**src/rtl/pipe_control.sv**
```systemverilog
// Pipelined control for the mips32 core: ID decode, EX/MEM/WB control and destination registers,
// hazard detection (stall, bubble, flush, memory freeze) and EX operand forwarding selects.
module pipe_control #(
  parameter int unsigned CONTROL_SIZE = 8,
  parameter int unsigned REG_W        = 5,
  parameter int unsigned CNT_W        = 16
) (
  input  logic                    clock,
  input  logic                    reset,
  input  logic                    id_valid,
  input  logic [5:0]              opcode,
  input  logic [5:0]              func,
  input  logic [REG_W-1:0]        rs,
  input  logic [REG_W-1:0]        rt,
  input  logic [REG_W-1:0]        rd,
  input  logic                    branch_taken,
  input  logic                    dmem_ready,
  output logic [1:0]              branch_src,
  output logic [1:0]              compare_code,
  output logic [CONTROL_SIZE-1:0] ctrl_ex,
  output logic [CONTROL_SIZE-1:0] ctrl_mem,
  output logic [CONTROL_SIZE-1:0] ctrl_wb,
  output logic [REG_W-1:0]        dest_ex,
  output logic [REG_W-1:0]        dest_mem,
  output logic [REG_W-1:0]        dest_wb,
  output logic [1:0]              fwd_a,
  output logic [1:0]              fwd_b,
  output logic                    pc_write,
  output logic                    ifid_write,
  output logic                    ifid_flush,
  output logic [CNT_W-1:0]        stall_cnt,
  output logic [CNT_W-1:0]        flush_cnt
);

  localparam int unsigned B_MEMREAD  = 4;
  localparam int unsigned B_MEMWRITE = 3;
  localparam int unsigned B_REGWRITE = 2;

  localparam logic [5:0] OP_RTYPE = 6'b000000;
  localparam logic [5:0] OP_J     = 6'b000010;
  localparam logic [5:0] OP_JAL   = 6'b000011;
  localparam logic [5:0] OP_BEQ   = 6'b000100;
  localparam logic [5:0] OP_BNE   = 6'b000101;
  localparam logic [5:0] OP_ADDI  = 6'b001000;
  localparam logic [5:0] OP_SLTI  = 6'b001010;
  localparam logic [5:0] OP_ANDI  = 6'b001100;
  localparam logic [5:0] OP_ORI   = 6'b001101;
  localparam logic [5:0] OP_LW    = 6'b100011;
  localparam logic [5:0] OP_SW    = 6'b101011;
  localparam logic [5:0] FN_JR    = 6'b001000;

  localparam logic [7:0] CW_RTYPE = 8'h84;
  localparam logic [7:0] CW_IMM   = 8'h24;
  localparam logic [7:0] CW_LW    = 8'h35;
  localparam logic [7:0] CW_SW    = 8'h08;
  localparam logic [7:0] CW_JAL   = 8'h46;

  logic [CONTROL_SIZE-1:0] ctrl_id;
  logic [REG_W-1:0]        dest_id;
  logic [1:0]              src_id, cc_id;
  logic                    use_rs, use_rt;

  logic [CONTROL_SIZE-1:0] ctrl_ex_q, ctrl_ex_d, ctrl_mem_q, ctrl_mem_d, ctrl_wb_q, ctrl_wb_d;
  logic [REG_W-1:0]        dest_ex_q, dest_ex_d, dest_mem_q, dest_mem_d, dest_wb_q, dest_wb_d;
  logic [REG_W-1:0]        rs_ex_q, rs_ex_d, rt_ex_q, rt_ex_d;
  logic [CNT_W-1:0]        stall_cnt_q, stall_cnt_d, flush_cnt_q, flush_cnt_d;

  logic ex_match, mem_match, load_use, branch_hazard, freeze, stall, flush;

  // Producer writes a nonzero register equal to the given source register
  function automatic logic writes_reg(input logic [CONTROL_SIZE-1:0] c,
                                      input logic [REG_W-1:0] d,
                                      input logic [REG_W-1:0] r);
    return c[B_REGWRITE] && (d != '0) && (d == r);
  endfunction

  // ID decode
  always_comb begin
    ctrl_id = '0;
    dest_id = '0;
    src_id  = 2'd0;
    cc_id   = 2'd0;
    use_rs  = 1'b0;
    use_rt  = 1'b0;
    if (id_valid) begin
      case (opcode)
        OP_RTYPE: begin
          use_rs = 1'b1;
          if (func == FN_JR) begin
            src_id = 2'd2;
            cc_id  = 2'b11;
          end else begin
            ctrl_id = CONTROL_SIZE'(CW_RTYPE);
            dest_id = rd;
            use_rt  = 1'b1;
          end
        end
        OP_ADDI, OP_ANDI, OP_ORI, OP_SLTI: begin
          ctrl_id = CONTROL_SIZE'(CW_IMM);
          dest_id = rt;
          use_rs  = 1'b1;
        end
        OP_LW: begin
          ctrl_id = CONTROL_SIZE'(CW_LW);
          dest_id = rt;
          use_rs  = 1'b1;
        end
        OP_SW: begin
          ctrl_id = CONTROL_SIZE'(CW_SW);
          use_rs  = 1'b1;
          use_rt  = 1'b1;
        end
        OP_BEQ, OP_BNE: begin
          cc_id  = (opcode == OP_BEQ) ? 2'b01 : 2'b10;
          use_rs = 1'b1;
          use_rt = 1'b1;
        end
        OP_J: begin
          src_id = 2'd1;
          cc_id  = 2'b11;
        end
        OP_JAL: begin
          ctrl_id = CONTROL_SIZE'(CW_JAL);
          dest_id = REG_W'(31);
          src_id  = 2'd1;
          cc_id   = 2'b11;
        end
        default: ;
      endcase
    end
  end

  // Hazard detection and front-end control
  always_comb begin
    ex_match      = (use_rs && writes_reg(ctrl_ex_q, dest_ex_q, rs)) ||
                    (use_rt && writes_reg(ctrl_ex_q, dest_ex_q, rt));
    mem_match     = (use_rs && writes_reg(ctrl_mem_q, dest_mem_q, rs)) ||
                    (use_rt && writes_reg(ctrl_mem_q, dest_mem_q, rt));
    load_use      = ctrl_ex_q[B_MEMREAD] && ex_match;
    branch_hazard = (cc_id != 2'b00) && (ex_match || (ctrl_mem_q[B_MEMREAD] && mem_match));
    freeze        = (ctrl_mem_q[B_MEMREAD] || ctrl_mem_q[B_MEMWRITE]) && !dmem_ready;
    stall         = !freeze && (load_use || branch_hazard);
    flush         = !freeze && !stall && (cc_id != 2'b00) && branch_taken;
    pc_write      = !(freeze || stall);
    ifid_write    = !(freeze || stall);
    ifid_flush    = flush;
    branch_src    = stall ? 2'd0 : src_id;
    compare_code  = stall ? 2'd0 : cc_id;
  end

  // Stage advance: freeze holds everything, stall injects a bubble into EX
  always_comb begin
    ctrl_ex_d   = ctrl_ex_q;
    dest_ex_d   = dest_ex_q;
    rs_ex_d     = rs_ex_q;
    rt_ex_d     = rt_ex_q;
    ctrl_mem_d  = ctrl_mem_q;
    dest_mem_d  = dest_mem_q;
    ctrl_wb_d   = ctrl_wb_q;
    dest_wb_d   = dest_wb_q;
    stall_cnt_d = stall_cnt_q;
    flush_cnt_d = flush_cnt_q;
    if (!freeze) begin
      ctrl_wb_d  = ctrl_mem_q;
      dest_wb_d  = dest_mem_q;
      ctrl_mem_d = ctrl_ex_q;
      dest_mem_d = dest_ex_q;
      if (stall) begin
        ctrl_ex_d = '0;
        dest_ex_d = '0;
        rs_ex_d   = '0;
        rt_ex_d   = '0;
      end else begin
        ctrl_ex_d = ctrl_id;
        dest_ex_d = dest_id;
        rs_ex_d   = use_rs ? rs : '0;
        rt_ex_d   = use_rt ? rt : '0;
      end
    end
    if (freeze || stall) stall_cnt_d = stall_cnt_q + CNT_W'(1);
    if (flush)           flush_cnt_d = flush_cnt_q + CNT_W'(1);
  end

  always_ff @(posedge clock) begin
    if (reset) begin
      ctrl_ex_q   <= '0;
      dest_ex_q   <= '0;
      rs_ex_q     <= '0;
      rt_ex_q     <= '0;
      ctrl_mem_q  <= '0;
      dest_mem_q  <= '0;
      ctrl_wb_q   <= '0;
      dest_wb_q   <= '0;
      stall_cnt_q <= '0;
      flush_cnt_q <= '0;
    end else begin
      ctrl_ex_q   <= ctrl_ex_d;
      dest_ex_q   <= dest_ex_d;
      rs_ex_q     <= rs_ex_d;
      rt_ex_q     <= rt_ex_d;
      ctrl_mem_q  <= ctrl_mem_d;
      dest_mem_q  <= dest_mem_d;
      ctrl_wb_q   <= ctrl_wb_d;
      dest_wb_q   <= dest_wb_d;
      stall_cnt_q <= stall_cnt_d;
      flush_cnt_q <= flush_cnt_d;
    end
  end

  // EX forwarding selects, MEM before WB
  always_comb begin
    fwd_a = 2'b00;
    fwd_b = 2'b00;
    if (writes_reg(ctrl_mem_q, dest_mem_q, rs_ex_q))     fwd_a = 2'b01;
    else if (writes_reg(ctrl_wb_q, dest_wb_q, rs_ex_q))  fwd_a = 2'b10;
    if (writes_reg(ctrl_mem_q, dest_mem_q, rt_ex_q))     fwd_b = 2'b01;
    else if (writes_reg(ctrl_wb_q, dest_wb_q, rt_ex_q))  fwd_b = 2'b10;
  end

  assign ctrl_ex   = ctrl_ex_q;
  assign ctrl_mem  = ctrl_mem_q;
  assign ctrl_wb   = ctrl_wb_q;
  assign dest_ex   = dest_ex_q;
  assign dest_mem  = dest_mem_q;
  assign dest_wb   = dest_wb_q;
  assign stall_cnt = stall_cnt_q;
  assign flush_cnt = flush_cnt_q;

endmodule

```
**config.mk**
```make
export PLATFORM = sky130hd
export DESIGN_NAME = pipe_control
export DESIGN_NICKNAME = d
export VERILOG_FILES = /design/src/rtl/pipe_control.sv
export SDC_FILE = /design/constraint.sdc
export NUM_CORES = 1
export LEC_CHECK = 0
export ABC_AREA = 1
export CAP_MARGIN = 40
export CORE_MARGIN = 1.5
export CORE_UTILIZATION = 49
export DETAILED_ROUTE_END_ITERATION = 10
export HOLD_SLACK_MARGIN = 0.03
export PLACE_DENSITY_LB_ADDON = 0.2
export SLEW_MARGIN = 20
export SYNTH_ARGS = -nofsm -noshare
export SYNTH_HDL_FRONTEND = slang
export SYNTH_SLANG_ARGS = --single-unit
```
**constraint.sdc**
```tcl
create_clock -name clock -period 3.05 [get_ports clock]
set_clock_uncertainty 0.15 [all_clocks]
set_input_delay 0.61 -clock clock [delete_from_list [all_inputs] [get_ports clock]]
set_output_delay 0.61 -clock clock [all_outputs]
set_load 0.02 [all_outputs]
```
Word level (Yosys, flattened, before mapping). Index checks and enable logic that the tools add are counted.

$add $sub $neg: 2. Equality and inequality tests: 19. Muxes and demuxes: 30. Reductions and logical operators: 44.

Operators with widths (number): $eq 5x5->1 (8); $pmux 8 s5 (1); $mux 5 (7); $add 16x1->16 const B (2); $eq 6x4->1 const B (5); $mux 8 (3); $logic_and 1x1->1 (23); $mux 2 (11); $pmux 5 s3 (1); $reduce_bool 5->1 (3); $eq 6x2->1 const B (2); $eq 6x3->1 const B (2); $eq 6x6->1 const B (2); $reduce_or 9->1 (1); $logic_not 6->1 (1); $logic_or 1x1->1 (6); $pmux 2 s3 (1); $reduce_or 5->1 (1); $logic_not 1->1 (4); $mux 1 (4); $pmux 2 s2 (1); $reduce_or 2->1 (2); $reduce_or 4->1 (1); $reduce_or 3->1 (1); other kinds (2) (2).

Register bits: 81. Input bits: 32. Output and inout bits: 82. Logic and storage cells: 105.

Logic depth before layout (Yosys ltp). Gate-level depths: netlist of the first run.

Word-level depth: 15. Gate-level depth with buffers: 18. Gate-level depth less buffers: 16.

Worst setup path after synthesis of the first run. No wires, ideal clock.

Path kind: input -> output. From: in opcode[1]. To: out pc_write. Arrival time: 2004 ps. Required time: 2290 ps. Slack: 286 ps. Stages: 15. Path buffers: 3. Cell sequence: nor2_1 inv_2 nor2_8 nand2_1 nand2_1 nand2_2 nand2_4 nand2_1 nand2_1 nand2_1 nand2_2 nor2_4 buf_6 buf_6 buf_4.

Longest elaborated chain between the ends: 13. Elaborated cells on any way between the ends: 37.

RTL lines: start: declaration (RTL line 11) `input logic [5:0] opcode,`; $eq 6x3->1, or another cell as far along (RTL line 86, 114); $reduce_or 9->1 (no line) or $reduce_or 3->1 (tied branches); $mux 1 or $pmux 1 s2 (tied branches) (RTL line 86) `case (opcode)`; $mux 1 (RTL line 85) `if (id_valid) begin`; $logic_and 1x1->1, on equally long branches (RTL line 137, 138); $logic_or 1x1->1 (RTL line 137) `mem_match = (use_rs && writes_reg(ctrl_mem_q, dest_mem_q, rs)) ||`; $logic_and 1x1->1 (RTL line 140) `branch_hazard = (cc_id != 2'b00) && (ex_match || (ctrl_mem_q[B_MEMREAD] && mem_match));`; $logic_or 1x1->1 (RTL line 140); $logic_and 1x1->1 (RTL line 140); $logic_or 1x1->1 * (RTL line 142) `stall = !freeze && (load_use || branch_hazard);`; $logic_and 1x1->1 * (RTL line 142); $logic_or 1x1->1 *; $logic_not 1->1 *; end: declaration (RTL line 28) `output logic pc_write,`.

Mark *: on every way between the ends. The rest lies on a longest branch, timed or not.

Final worst setup path of the first run.
From: reg dest_mem_q[3] (netlist: dest_mem[3]). To: out fwd_a[1].

Longest elaborated chain between the ends: 4. Elaborated cells on any way between the ends: 5.

RTL lines: start: declaration (RTL line 64) `logic [REG_W-1:0] dest_ex_q, dest_ex_d, dest_mem_q, dest_mem_d, dest_wb_q, dest_wb_d;`; start signal: assignment (RTL line 202) `dest_mem_q <= dest_mem_d;`; $reduce_bool 5->1 (RTL line 74) `return c[B_REGWRITE] && (d != '0) && (d == r);`; $logic_and 1x1->1 (RTL line 74); $logic_and 1x1->1 * (RTL line 74); $mux 2 * (RTL line 214) `if (writes_reg(ctrl_mem_q, dest_mem_q, rs_ex_q)) fwd_a = 2'b01;`; end: declaration (RTL line 26) `output logic [1:0] fwd_a,`.

Marks and branches as above.

==> flow_metrics.env, run 1 <==
export IMPL_run_status="complete, no violations"
export IMPL_ys_flop_type="dfxtp_1"
export IMPL_grt_max_degree=45
export IMPL_wl_um=12800
export IMPL_drv_cap=0
export IMPL_avgSynthCellArea_um2=6.80
export IMPL_drt_iter0_markers=162
export IMPL_reg2reg_depth=17
export IMPL_cp_top_family="simple AND/OR/NAND/NOR gates"
export IMPL_ant_nets=0
export IMPL_root_buffer="clkbuf_8"
export IMPL_finalNetCount=812
export IMPL_period_share=0.979
export IMPL_cpMostUsedCell="nor4_1"
export IMPL_yosysTopAreaCell="dfxtp_1"
export IMPL_setup_viol=0
export IMPL_clk_latency_ns=0.34
export IMPL_drive_gt1_frac=0.156
export IMPL_fmax_mhz=335
export IMPL_clk_pin_slew_ns=0.08
export IMPL_antenna_found_initial=0
export IMPL_crit_arrival_ns=2.23
export IMPL_critPathMaxStageDelay_ns=0.55
export IMPL_synth_commonest_cells="nand2_1 (151), nor2_1 (86), dfxtp_1 (75), a21oi_1 (62), inv_1 (43)"
export IMPL_num_fill_cells=788
export IMPL_timing_rr_end="rt_ex_q[1]"
export IMPL_fp_dieW_um=97.4
export IMPL_dpl_hpwl_um=9210
export IMPL_syn_nets=676
export IMPL_wl_per_cell_um=14.4
export IMPL_area_delta_synth_final_pct=37.4
export IMPL_worst_pin_slew_ns=0.517
export IMPL_ios=114
export IMPL_globalRouteOverflowTotal=0
export IMPL_grt_pass1_wl_um=21000
export IMPL_slew_viol_final=0
export IMPL_leakagePower_nw=2.47
export IMPL_crit_chain="inv_2 -> nand3_1 -> nand2_1 -> nor4_1 -> nor4_1 -> clkdlybuf4s50_1"
export IMPL_hold_path_class="reg -> reg"
export IMPL_post_dp_cell_area_um2=5750
export IMPL_min_path_cells=2
export IMPL_ys_warnings_count=0
export IMPL_place_gp_congestion=0.941
export IMPL_worstPathMaxFanout=5
export IMPL_synth_distinct_cells=31
export IMPL_start_kind="flip-flop"
export IMPL_via_per_inst=5.40
export IMPL_vias=4812
export IMPL_ys_seq_area_frac=0.344
export IMPL_ys_ff_latch=75
export IMPL_syn_inst=642
export IMPL_rrSetupSlack_ns=0.71
export IMPL_crit_slowest_cell="clkdlybuf4s50_1"
export IMPL_cts_buffers=9
export IMPL_grt_use_total=0.265
export IMPL_worstSetupPathType="reg -> out"
export IMPL_seqCellArea_um2=1500
export IMPL_slew_headroom=0.654
export IMPL_clk_path_buf_depth=2
export IMPL_syn_area_um2=4370
export IMPL_synth_edf_count=0
export IMPL_drc_errors=0
export IMPL_timing_critical_path_buf_inv=2
export IMPL_holdWs_ns=0.342
export IMPL_yosys_area_top_type_share=0.344
export IMPL_critPathCaptureType="output pin"
export IMPL_synthTopCellsByArea="dfxtp_1 (34%), nand2_1 (13%), nor2_1 (7.4%), a21oi_1 (7.1%), xor2_1 (5.6%)"
export IMPL_rows=34
export IMPL_cp_data_required_time_ns=2.29
export IMPL_cts_tree="yes"
export IMPL_rsz0062_at_grt="false"
export IMPL_power_density_nw_per_um2=324
export IMPL_async_flop_share=0
export IMPL_multiInputGateArea_um2=2560
export IMPL_htreeDepth=3
export IMPL_start_util=0.503
export IMPL_antenna_cells=0
export IMPL_hp_start="flush_cnt[15]"
export IMPL_min_period_ns=2.99
export IMPL_fin_area_um2=6000
export IMPL_die_h_um=97.4
export IMPL_core_area_um2=8680
export IMPL_hold_end="flush_cnt[15]"
export IMPL_synth_most_common_cell="nand2_1"
export IMPL_ir_drop_mv=0.249
export IMPL_grt_pass1_vias=4569
export IMPL_die_area_um2=9480
export IMPL_hold_viol=0
export IMPL_portBuffers=113
export IMPL_reg2reg_from="dest_ex[3]"
export IMPL_dr_pass1_iters=5
export IMPL_numClockSinks=75
==> tightest hold or removal path, delay by kind of cell, from the launching register on <==
kind | cells | cell delay [ns]
flip-flops | 1 | 0.33
AND/OR/NAND/NOR | 1 | 0.07
AO/OA/AOI/OAI | 1 | 0.05
==> cell families after synthesis <==
| kind of cell | count (synthesis) | synth area share |
|---|---|---|
| simple gates | 332 | 0.344 |
| compound gates | 95 | 0.111 |
| buf+inv | 84 | 0.0877 |
| flops | 75 | 0.344 |
| xor+xnor | 54 | 0.108 |
| fa+ha+maj | 2 | 0.00573 |
==> worst max path at each step <==
stage / start / endpoint / slack (ns) / cells past startpoint
final: dest_mem[3] / fwd_a[1] / 0.06 / 6
after floorplan: opcode[1] / pc_write / 0.29 / 15
after detailed placement: opcode[4] / compare_code[1] / -0.86 / 13
after global routing: opcode[1] / compare_code[0] / 0.004 / 16
after CTS: func[3] / compare_code[1] / -0.01 / 15
after global placement: opcode[2] / compare_code[0] / -0.66 / 15
==> per-stage QoR <==
step	total power [mW]	util	setup TNS, ns	worst slack [ns]	instances
final	1.94	0.691	0	0.0629	891
after detailed placement	1.20	0.662	-5.44	-0.863	869
after global routing	2.02	0.691	0	0.00411	891
after global placement	1.20	0.662	-4.16	-0.660	869
after floorplan	1.10	-	0	0.286	642
after CTS	1.95	0.688	-0.00983	-0.00983	888
==> area by class of cell <==
cell class | count | share of cell area
clock buffer | 10 | 0.0213
tap | 108 | 0.0225
clock inverter | 6 | 0.0111
inverter | 48 | 0.0300
sequential | 75 | 0.250
timing repair buffer | 161 | 0.238
multi-input combinational | 483 | 0.426
==> sequential cells by signal (all words and copies together) (netlist names) <==
name,count
ctrl_ex,6
flush_cnt,16
rt_ex_q,5
dest_ex,5
ctrl_wb,6
dest_mem,5
stall_cnt,16
dest_wb,5
rs_ex_q,5
ctrl_mem,6
==> repair_timing <==
action | CTS | global route
pin swaps | 6 | 17
gates resized for setup | 62 | 38
endpoints found under the setup margin | 7 | 11
hold buffers | 0 | 0
buffers inserted | 3 | 3
==> power by group <==
part / internal (mW) / switching, mW / total, mW
logic: 0.0822 / 0.105 / 0.187
clock network: 0.380 / 0.383 / 0.763
registers: 0.984 / 0.00787 / 0.992
total: 1.45 / 0.496 / 1.94
==> cells in the final DEF (no fill, tap or decap), types with 5 or more instances in the layout <==
master	netlist	routed
dlymetal6s2s_1	0	8
nor4_1	8	7
inv_1	43	41
o21ai_0	26	26
nand3_1	31	29
a21oi_1	62	62
nand4_1	24	24
xnor2_1	26	26
nor2_1	86	75
buf_4	8	52
nand2_1	151	149
clkdlybuf4s50_1	0	82
xor2_1	28	28
dlygate4sd2_1	0	5
dfxtp_1	75	74
clkbuf_8	0	9
nor2_2	0	10
clkbuf_2	0	10
nor3_1	12	11
inv_2	4	6
==> per-layer routing <==
layer | track usage | routed length, µm
met1 | 0.310 | 5260
met2 | 0.479 | 6520
met3 | 0.0446 | 673
met4 | 0.103 | 339
met5 | 0 | 0
Note: power is estimated with default switching activity, not from simulation.
==> inputs of run 2 (changes only) <==
RECOVER_POWER = 50   (was unset)
==> run 2 against run 1 <==
Compared with the run above:
- largest power group unchanged
- die area unchanged
- critical path depth stayed put
- global-route usage did not move
- total power about the same
- critical endpoint unchanged
==> flow_metrics.env, run 2 (synthesized netlist as in run 1, its figures left out) <==
export IMPL_numClockSinks=75
export IMPL_period_share=0.973
export IMPL_combPwrFrac=0.095
export IMPL_via_per_inst=5.38
export IMPL_dpl_hpwl_um=9210
export IMPL_reg2reg_from="ctrl_mem[4]"
export IMPL_holdWs_ns=0.338
export IMPL_clk_latency_ns=0.34
export IMPL_ant_nets=0
export IMPL_fp_dieW_um=97.4
export IMPL_fmax_mhz=337
export IMPL_hold_path_class="reg -> reg"
export IMPL_timing_rr_end="dest_wb[3]"
export IMPL_start_util=0.503
export IMPL_fin_area_um2=5990
export IMPL_post_dp_cell_area_um2=5750
export IMPL_hold_viol=0
export IMPL_layoutNonFillerInstCount=891
export IMPL_dr_pass1_iters=5
export IMPL_vias=4791
export IMPL_root_buffer="clkbuf_8"
export IMPL_drc_errors=0
export IMPL_grt_use_total=0.265
export IMPL_rsz0062_at_grt="false"
export IMPL_worst_pin_slew_ns=0.789
export IMPL_worstPathMaxFanout=5
export IMPL_power_frac_clock=0.394
export IMPL_grt_pass1_vias=4569
export IMPL_area_delta_synth_final_pct=37.3
export IMPL_min_period_ns=2.97
export IMPL_worstSetupPathType="reg -> out"
export IMPL_critPathCaptureType="output pin"
export IMPL_cts_hold_buffers_added=0
export IMPL_final_common_cell="nand2_1"
export IMPL_finalPower_mw=1.94
export IMPL_core_area_um2=8680
export IMPL_rrSetupSlack_ns=0.60
export IMPL_grt_pass1_wl_um=21000
export IMPL_drt_iter0_markers=184
export IMPL_drive_gt1_frac=0.155
export IMPL_start_kind="flip-flop"
export IMPL_clk_pin_slew_ns=0.08
export IMPL_power_density_nw_per_um2=324
export IMPL_wl_per_cell_um=14.3
export IMPL_final_util=0.691
export IMPL_ir_drop_mv=0.243
export IMPL_clk_path_buf_depth=2
export IMPL_finalNetCount=812
export IMPL_dp_cells=869
export IMPL_hp_start="ctrl_wb[5]"
export IMPL_tns_ns=0
export IMPL_die_area_um2=9480
export IMPL_internal_power_mw=1.44
export IMPL_cp_data_required_time_ns=2.29
export IMPL_wl_um=12800
export IMPL_htreeDepth=3
export IMPL_crit_arrival_ns=2.21
export IMPL_setup_viol=0
export IMPL_cts_buffers=9
export IMPL_switching_power_mw=0.497
export IMPL_pre_cts_ws_ns=-0.863
export IMPL_slew_viol_final=0
export IMPL_hold_end="ctrl_wb[5]"
export IMPL_swShare=0.256
export IMPL_cts_tree="yes"
export IMPL_grt_max_degree=45
export IMPL_ios=114
export IMPL_antenna_cells=0
export IMPL_portBuffers=113
export IMPL_antenna_found_initial=0
export IMPL_slew_headroom=0.474
export IMPL_min_path_cells=2
export IMPL_layout_common_cells="nand2_1 (149), nor2_1 (75), dfxtp_1 (74)"
export IMPL_die_h_um=97.4
export IMPL_drv_cap=0
export IMPL_seqPwrFrac=0.511
export IMPL_setup_ws_ns=0.0816
export IMPL_place_gp_congestion=0.941
export IMPL_run_status="complete, no violations"
export IMPL_leakagePower_nw=2.72
export IMPL_reg2reg_depth=7
export IMPL_globalRouteOverflowTotal=0
export IMPL_num_fill_cells=791
export IMPL_rows=34
==> run 2: changes by cell type in the layout (fill, tap and decap cells not counted) <==
cell,delta
clkdlybuf4s50_1,-70
dlygate4sd3_1,+70
buf_4,-2
clkbuf_1,+1
clkbuf_2,+1
==> run 2: metal layers <==
| metal | part of all wire | vias up | global-route usage |
|---|---|---|---|
| li1 | - | 2355 | - |
| met1 | 0.41 | 2223 | 0.310 |
| met2 | 0.51 | 189 | 0.479 |
| met3 | 0.063 | 24 | 0.0446 |
| met4 | 0.022 | 0 | 0.103 |
| met5 | 0 | - | 0 |
==> run 2: what timing repair did <==
item,CTS,global route
pin swaps,6,17
hold endpoints to repair,0,0
buffers inserted,3,3
resized for setup,62,38
endpoints found under the setup margin,7,11
==> run 2: worst max path at each step <==
stage	cells after the start	endpoint	startpoint
after floorplan	15	pc_write	opcode[1]
after global placement	15	compare_code[0]	opcode[2]
after detailed placement	13	compare_code[1]	opcode[4]
after CTS	15	compare_code[1]	func[3]
after global routing	16	compare_code[0]	opcode[1]
final	6	fwd_a[1]	dest_mem[3]
==> run 2: cell type report <==
cell class,instances,area (µm²),area share
tap,108,135,0.0225
clock inverter,6,66.3,0.0111
multi-input combinational,483,2560,0.427
timing repair buffer,161,1420,0.238
sequential,75,1500,0.251
clock buffer,10,128,0.0213
inverter,48,180,0.0301
==> run 2: worst max-delay path, cell delays in order (launching register included) <==
cell	delay [ns]
dfxtp_1	0.46
inv_2	0.11
nand3_1	0.09
nand2_1	0.14
nor4_1	0.42
nor4_1	0.10
clkdlybuf4s50_1	0.55
==> run 2: power by group through the flow <==
stage	logic [mW]	clock network [mW]	registers, mW
after detailed placement	0.186	0	1.01
after global routing	0.200	0.822	0.992
after global placement	0.182	0	1.01
final	0.185	0.764	0.991
after floorplan	0.0800	0	1.02
after CTS	0.186	0.771	0.991
